[src/rtl/fetch_queue_stage.sv]
// Fetch stage with PC register, halt FSM and a small in-order fetch queue.
// Entries carry {instr, pc}; branch redirects flush the queue.
module fetch_queue_stage #(
  parameter int ADDR_W = 16,
  parameter int INSTR_W = 16,
  parameter int DEPTH = 4,
  parameter int PC_INC = 2,
  parameter logic [3:0] HALT_OP = 4'hF,
  parameter logic [ADDR_W-1:0] RESET_PC = '0
) (
  input  logic clk,
  input  logic rst,
  input  logic branch_en,
  input  logic [ADDR_W-1:0] branch_pc,
  input  logic cache_stall,
  input  logic [INSTR_W-1:0] icache_instr,
  input  logic stall_de,
  output logic [ADDR_W-1:0] icache_addr,
  output logic dq_valid,
  output logic [INSTR_W-1:0] dq_instr,
  output logic [ADDR_W-1:0] dq_pc,
  output logic [ADDR_W-1:0] dq_pc_next,
  output logic [$clog2(DEPTH+1)-1:0] dq_count,
  output logic halted
);

  localparam int CW = $clog2(DEPTH + 1);
  localparam int PW = $clog2(DEPTH);

  localparam logic [0:0] FETCH = 1'b0;
  localparam logic [0:0] HALTED = 1'b1;

  typedef struct packed {
    logic [INSTR_W-1:0] instr;
    logic [ADDR_W-1:0] pc;
  } fq_entry_t;

  fq_entry_t mem [DEPTH];

  logic [PW-1:0] head;
  logic [PW-1:0] tail;
  logic [CW-1:0] count;
  logic [ADDR_W-1:0] pc;
  logic [0:0] state;
  logic pop;
  logic push;
  logic is_halt;

  assign dq_valid = (count != '0);
  assign pop = dq_valid & ~stall_de & ~branch_en;
  // A full queue still accepts a push when the head leaves the same cycle
  assign push = (state == FETCH) & ~cache_stall & ~branch_en
              & ((count < CW'(DEPTH)) | pop);
  assign is_halt = (icache_instr[INSTR_W-1 -: 4] == HALT_OP);

  assign icache_addr = pc;
  assign dq_instr = mem[head].instr;
  assign dq_pc = mem[head].pc;
  assign dq_pc_next = dq_pc + ADDR_W'(PC_INC);
  assign dq_count = count;
  assign halted = (state == HALTED);

  always_ff @(posedge clk) begin
    if (push) begin
      mem[tail] <= '{instr: icache_instr, pc: pc};
    end
  end

  always_ff @(posedge clk or posedge rst) begin
    if (rst) begin
      pc <= RESET_PC;
      state <= FETCH;
    end else begin
      unique case (1'b1)
        branch_en: begin
          pc <= branch_pc;
          state <= FETCH;
        end
        push: begin
          if (is_halt) begin
            state <= HALTED;
          end else begin
            pc <= pc + ADDR_W'(PC_INC);
          end
        end
        default: ;
      endcase
    end
  end

  always_ff @(posedge clk or posedge rst) begin
    if (rst) begin
      head <= '0;
      tail <= '0;
      count <= '0;
    end else if (branch_en) begin
      head <= '0;
      tail <= '0;
      count <= '0;
    end else begin
      if (push) begin
        tail <= tail + PW'(1);
      end
      if (pop) begin
        head <= head + PW'(1);
      end
      unique case ({push, pop})
        2'b10: count <= count + CW'(1);
        2'b01: count <= count - CW'(1);
        default: ;
      endcase
    end
  end

endmodule

[config.mk]
export PLATFORM = sky130hd
export DESIGN_NAME = fetch_queue_stage
export DESIGN_NICKNAME = d
export VERILOG_FILES = /design/src/rtl/fetch_queue_stage.sv
export SDC_FILE = /design/constraint.sdc
export NUM_CORES = 1
export LEC_CHECK = 0
export BUFFER_PORTS_ARGS = -buffer_cell sky130_fd_sc_hd__buf_2
export CELL_PAD_IN_SITES_DETAIL_PLACEMENT = 1
export CELL_PAD_IN_SITES_GLOBAL_PLACEMENT = 2
export CORE_MARGIN = 2
export CORE_UTILIZATION = 42
export CTS_BUF_LIST = sky130_fd_sc_hd__clkbuf_4
export CTS_CLUSTER_SIZE = 30
export DETAILED_ROUTE_END_ITERATION = 6
export PLACE_DENSITY = 0.82
export SETUP_SLACK_MARGIN = 0.3
export SYNTH_ARGS = -nofsm -noshare
export SYNTH_HDL_FRONTEND = slang
export SYNTH_SLANG_ARGS = --single-unit
export TNS_END_PERCENT = 5
[constraint.sdc]
create_clock -name clk -period 3.4 [get_ports clk]
set_input_delay 0.17 -clock clk [delete_from_list [all_inputs] [get_ports clk]]
set_output_delay 0.17 -clock clk [all_outputs]
set_load 0.01 [all_outputs]
=== Word-level counts from Yosys, hierarchy flattened ===
Memory sizes are Yosys's and may differ from the RTL's.
Cells that the tools add are included.

* Add/sub/neg operators: 6
* Magnitude comparators: 1
* Equal/unequal tests: 5
* Mux-type cells: 12
* Bitwise gates (word level): 10
* Reduce and logical (&&, ||, !) cells: 6

{| class="wikitable"
|+ Operator list
! operator !! number
|-
| adder 16 x 2 -> 16 bit, second input constant || 2
|-
| one-hot mux 16 bit (2 select lines) || 1
|-
| two-way mux 16 bit || 1
|-
| two-way mux 2 bit || 4
|-
| one-hot mux 3 bit (2 select lines) || 1
|-
| nonzero test 3 bit || 2
|-
| AND 1 bit || 5
|-
| adder 2 x 1 -> 2 bit, second input constant || 2
|-
| == test 4 bit, second input constant || 1
|-
| NOT 1 bit || 4
|-
| AND reduction 2 bit || 2
|-
| nonzero test 2 bit || 2
|-
| adder 3 x 1 -> 3 bit, second input constant || 1
|-
| less-than comparator 3 bit, second input constant || 1
|-
| two-way mux 1 bit || 3
|-
| two-way mux 3 bit || 1
|-
| subtractor 3 x 1 -> 3 bit, second input constant || 1
|-
| == test 2 x 1 -> 1 bit, second input constant || 1
|-
| == test 2 bit, second input constant || 1
|-
| != test 2 x 1 -> 1 bit, second input constant || 1
|-
| != test 2 bit, second input constant || 1
|-
| one-hot mux 1 bit (2 select lines) || 1
|-
| bitwise OR 1 bit || 1
|}

* Register bits: 24
* Bits in writable memories: 128
* Bits of input ports: 37
* Memories: 1

{| class="wikitable"
|+ Memory list
! memory !! words !! bits a word !! rd ports !! clocked after Yosys merged registers in !! write ports !! line !! text
|-
| mem || 4 || 32 || 1 || 0 || 1 || 38 || <nowiki>fq_entry_t mem [DEPTH];</nowiki>
|}

=== Depth between registers and ports, before layout ===
* Word-level depth: 8
* Depth in mapped cells: 7

=== Worst setup path before layout ===
OpenSTA, ideal clock, no wires.

* Path type: flip-flop to flip-flop
* From: register count[2], in the netlist dq_count[2]
* To: memory mem[0][0] (netlist bit), enable pin
* Setup time: 0.392 ns
* Data arrival time: 1.985 ns
* Setup slack: 1.023 ns
* Stages on the path, launching flop included: 4
* Buffers on the path: 1
* Cells stage by stage: dfrtp_1 a2111oi_4 clkbuf_1 and2_1

* Cells in the longest elaborated chain, start to end: 7

{| class="wikitable"
|+ RTL lines
! item !! line !! text
|-
| from (decl) || 42 || <nowiki>logic [CW-1:0] count;</nowiki>
|-
| from (signal assigned) || 108 || <nowiki>2'b10: count <= count + CW'(1);</nowiki>
|-
| from (signal assigned) || 109 || <nowiki>2'b01: count <= count - CW'(1);</nowiki>
|-
| nonzero test 3 bit || 49 || <nowiki>assign dq_valid = (count != '0);</nowiki>
|-
| AND 1 bit (2 in series) || 50 || <nowiki>assign pop = dq_valid & ~stall_de & ~branch_en;</nowiki>
|-
| bitwise OR 1 bit (*) || 53 || <nowiki>& ((count < CW'(DEPTH)) | pop);</nowiki>
|-
| AND 1 bit (*) || 53 ||
|-
| two-way mux 1 bit (*) || 64 || <nowiki>if (push) begin</nowiki>
|-
| two-way mux 1 bit (implied by the code) (*) || 65 || <nowiki>mem[tail] <= '{instr: icache_instr, pc: pc};</nowiki>
|-
| to (decl) || 38 ||
|}

Mark *: on every way between the ends. The rest lies on a longest branch, timed or not.

=== Worst setup path after layout ===
* From: register head[0]
* To: output port dq_pc_next[12]

* Cells in the longest elaborated chain, start to end: 2

{| class="wikitable"
|+ RTL lines
! item !! line !! text
|-
| from (decl) || 40 || <nowiki>logic [PW-1:0] head;</nowiki>
|-
| from (signal assigned) || 105 || <nowiki>head <= head + PW'(1);</nowiki>
|-
| memory read (4 x 32 bit) || -- ||
|-
| adder 16 x 2 -> 16 bit || 59 || <nowiki>assign dq_pc_next = dq_pc + ADDR_W'(PC_INC);</nowiki>
|-
| to (decl) || 22 || <nowiki>output logic [ADDR_W-1:0] dq_pc_next,</nowiki>
|}

Every way passes these cells.

==> results.txt <==
----------------------------------------------------
[Outcome]
  Status ... completed

[Logic synthesis]
  Post-synth top area share ... 0.603
  Avg Cell Area, Syn ... between 15 and 20 um^2
  Distinct cell type count after synthesis ... 45
  Count of flip-flops with a built-in enable after synthesis ... 128
  Count of state elements after synthesis ... around 150
  Cell area after synthesis ... 6370 um^2
  Largest area contributor in the synthesized netlist ... sky130_fd_sc_hd__edfxtp_1
  Largest cells by area after synthesis ... sky130_fd_sc_hd__edfxtp_1 60%, sky130_fd_sc_hd__mux4_2 9.9%, sky130_fd_sc_hd__dfrtp_1 9.4%
  Share of flip-flops with an asynchronous set or reset after synthesis ... 0.158
  Sequential fraction of the synthesis area ... 0.698
  Syn_nets ... 418
  Yosys synthesis warning count ... 0
  Most instantiated flip-flop cell in the synthesis netlist ... sky130_fd_sc_hd__edfxtp_1
  Number of standard cells after synthesis ... 374

[Global route]
  Total grt overflow ... 0
  Pin count of the biggest net entering global routing ... 39
  Number of global-route vias before repair ... 3963
  Global-route wire length before repair ... about 22000 um
  Total GRT Usage ... 0.180
  Antenna violations before repair ... 1

[Detailed routing]
  First-pass DRT Iterations ... 4
  Residual DRC ... 0
  Iteration-0 DRC Markers ... 194
  Remaining number of nets flagged by the antenna check after routing ... 0
  Routed via count divided by cell count ... 5.29
  Via count ... between 3000 and 4000
  WL/cell ... 19.6 um
  Wirelength, routed ... 14000 um

[Layout]
  Commonest non-fill, non-tap cells in the layout ... 128 x sky130_fd_sc_hd__edfxtp_1, 105 x sky130_fd_sc_hd__buf_2, 28 x sky130_fd_sc_hd__mux4_2, 28 x sky130_fd_sc_hd__dlygate4sd3_1, 26 x sky130_fd_sc_hd__nor2_1
  Post-Layout Cell Count ... 714
  Commonest non-fill, non-tap cell in the layout ... sky130_fd_sc_hd__edfxtp_1
  Layout net count ... 556
  Synthesis-to-finish area growth ... 20.1%
  Final core occ ... 0.509
  Share of cells above drive strength 1 ... 0.339
  Final cell area excluding filler cells ... 7650 um^2

[Clock network]
  CTS tree ... done
  CTS H-tree lvls ... 4
  Clk Latency, worst-skew pair ... roughly 510 ps
  Sink Count ... between 150 and 200
  CTS clk-pin slew, worst paths ... between 100 and 150 ps
  Post-CTS setup buffers ... 0
  Root Buffer Master ... sky130_fd_sc_hd__clkbuf_4
  TritonCTS buffer count ... 17
  Buffer levels on the longest clock path ... 2

[Timing]
  Final Max Tran Viols ... 0
  Skew final ... 18.4 ps
  Worst-case headroom to the max-slew limit ... 0.315
  Worst setup slack after layout ... 617 ps
  Ratio of final minimum period to clock period ... 0.818
  Transition time at the pin with the least slew margin ... 1030 ps
  Final sum of negative setup slack ... 0 ps
  Setup repair after global routing missed its margin ... no
  Worst hold margin ... 69.0 ps
  Post-route minimum period ... 2780 ps
  Count of endpoints failing hold in the final timing report ... 0
  Final setup vio count ... 0
  Highest achievable clock rate ... 359 MHz

[Critical path]
  WS Path Type ... flip-flop to primary output
  CP Max Fanout ... 16
  Critical Path Source Type ... flip-flop
  Crit path capture type ... primary output
  Critical path data required time ... 3230 ps
  Arrival @ worst endpoint ... around 2600 ps

[Floorplanning]
  Starting Density ... 0.424
  Horizontal die dimension ... 127 um
  Total number of placement rows ... 45
  Area of the core ... 15000 um^2
  Die ar. ... around 16000 um^2
  Number of ports placed on the die boundary ... 106
  Die outline height ... 127 um

[Placement]
  Area post-placement ... 7080 um^2
  Placed insts ... around 650
  Setup Slack @ Placement ... just over 1000 ps
  Number of I/O port buffers ... 105
  Post-DP HPWL ... 8980 um
  Placer's final routability congestion estimate ... between 0.7 and 0.8

[Pwr]
  Leakage dissipation ... 2.75 nW
  Maximum ir drop on the vdd rail ... 0.000215 V
  Total power draw ... about 4.8 mW
  Power per unit of standard cell area ... 630 nW/um^2

[Run]
  Number of max-cap violations ... 0

[Hold path]
  Hold/Removal Path Class ... input pin to flip-flop

----------------------------------------------------
==> where the power goes <==
| part | switching (mW) | leakage [nW] | internal, mW |
|---|---|---|---|
| logic | 0.703 | 1.16 | 0.621 |
| clock network | 0.607 | 0.153 | 0.499 |
| registers | 0.193 | 1.44 | 2.20 |
| total | 1.50 | 2.75 | 3.32 |
==> metal layers <==
metal	GRT usage	wire length, um
met5	0	0
met1	0.249	6290
met3	0.0335	413
met2	0.291	7110
met4	0.0621	183
==> worst paths after layout <==
check,depth (start not counted),end,from,slack (ps)
worst min register to register,1,tail[0]$_DFFE_PP0P_,tail[0]$_DFFE_PP0P_,550
max in group asynchronous,3,head[0]$_DFFE_PP0P_,rst,2220
worst min-delay path,2,head[0]$_DFFE_PP0P_,branch_en,70
min in group asynchronous,3,icache_addr[11]$_DFFE_PP0P_,rst,420
worst max register to register,6,dq_count[2]$_DFFE_PP0P_,dq_count[2]$_DFFE_PP0P_,1120
worst max-delay path,6,dq_pc_next[12],head[0]$_DFFE_PP0P_,620
==> timing repair <==
action                     CTS  global route
setup endpoints to repair    0             5
hold endpoints to repair   100             0
hold buffers                28             0
gates resized for setup      0             2
==> synth_stat cells, types with 5 or more instances <==
cell and number:
sky130_fd_sc_hd__a21oi_1 14, sky130_fd_sc_hd__a31oi_1 6, sky130_fd_sc_hd__and2_1 8, sky130_fd_sc_hd__and3_1 5, sky130_fd_sc_hd__buf_2 6, sky130_fd_sc_hd__clkbuf_1 10
sky130_fd_sc_hd__dfrtp_1 24, sky130_fd_sc_hd__edfxtp_1 128, sky130_fd_sc_hd__ha_1 6, sky130_fd_sc_hd__inv_1 8, sky130_fd_sc_hd__mux4_2 28, sky130_fd_sc_hd__nand2_1 17
sky130_fd_sc_hd__nand3_1 11, sky130_fd_sc_hd__nand4_1 6, sky130_fd_sc_hd__nor2_1 26, sky130_fd_sc_hd__nor3_1 6, sky130_fd_sc_hd__o21ai_0 6, sky130_fd_sc_hd__o22a_1 6
sky130_fd_sc_hd__xnor2_1 9, sky130_fd_sc_hd__xor2_1 7
==> cell type report <==
type	instances	area [um^2]
Fill cell	1503	7380
Clock inverter	15	158
Tap cell	188	235
Timing Repair Buffer	140	858
Inverter	8	30.0
Sequential cell	152	4450
Clock buffer	17	128
Antenna cell	1	2.50
Multi-Input combinational cell	193	1790
==> worst max-delay path: stages, from the launching register on <==
cell and delay [ps]:
sky130_fd_sc_hd__dfrtp_4 640, sky130_fd_sc_hd__mux4_1 690, sky130_fd_sc_hd__and4_4 260, sky130_fd_sc_hd__nand4_1 160
sky130_fd_sc_hd__nor2_1 70, sky130_fd_sc_hd__xor2_1 140, sky130_fd_sc_hd__buf_2 140
==> kinds of logic (layout without fill, tap and decap cells) <==
logic type / after synthesis / count (layout) / synth area share
DFF: 152 / 152 / 0.698
and+or+nand+nor: 90 / 90 / 0.0746
AOI/OAI and AO/OA: 47 / 47 / 0.0517
muxes: 33 / 33 / 0.117
buffers and inverters: 29 / 180 / 0.0220
xor gates and xnor gates: 16 / 16 / 0.0220
adders and majority gates: 7 / 7 / 0.0149
other: 0 / 1 / 0
==> flip-flops by register name, summed over array words and instances (netlist names) <==
| register | count |
|---|---|
| mem | 128 |
| icache_addr | 16 |
| tail | 2 |
| dq_count | 3 |
| halted | 1 |
| head | 2 |
Power figures use the tool's default switching activity.
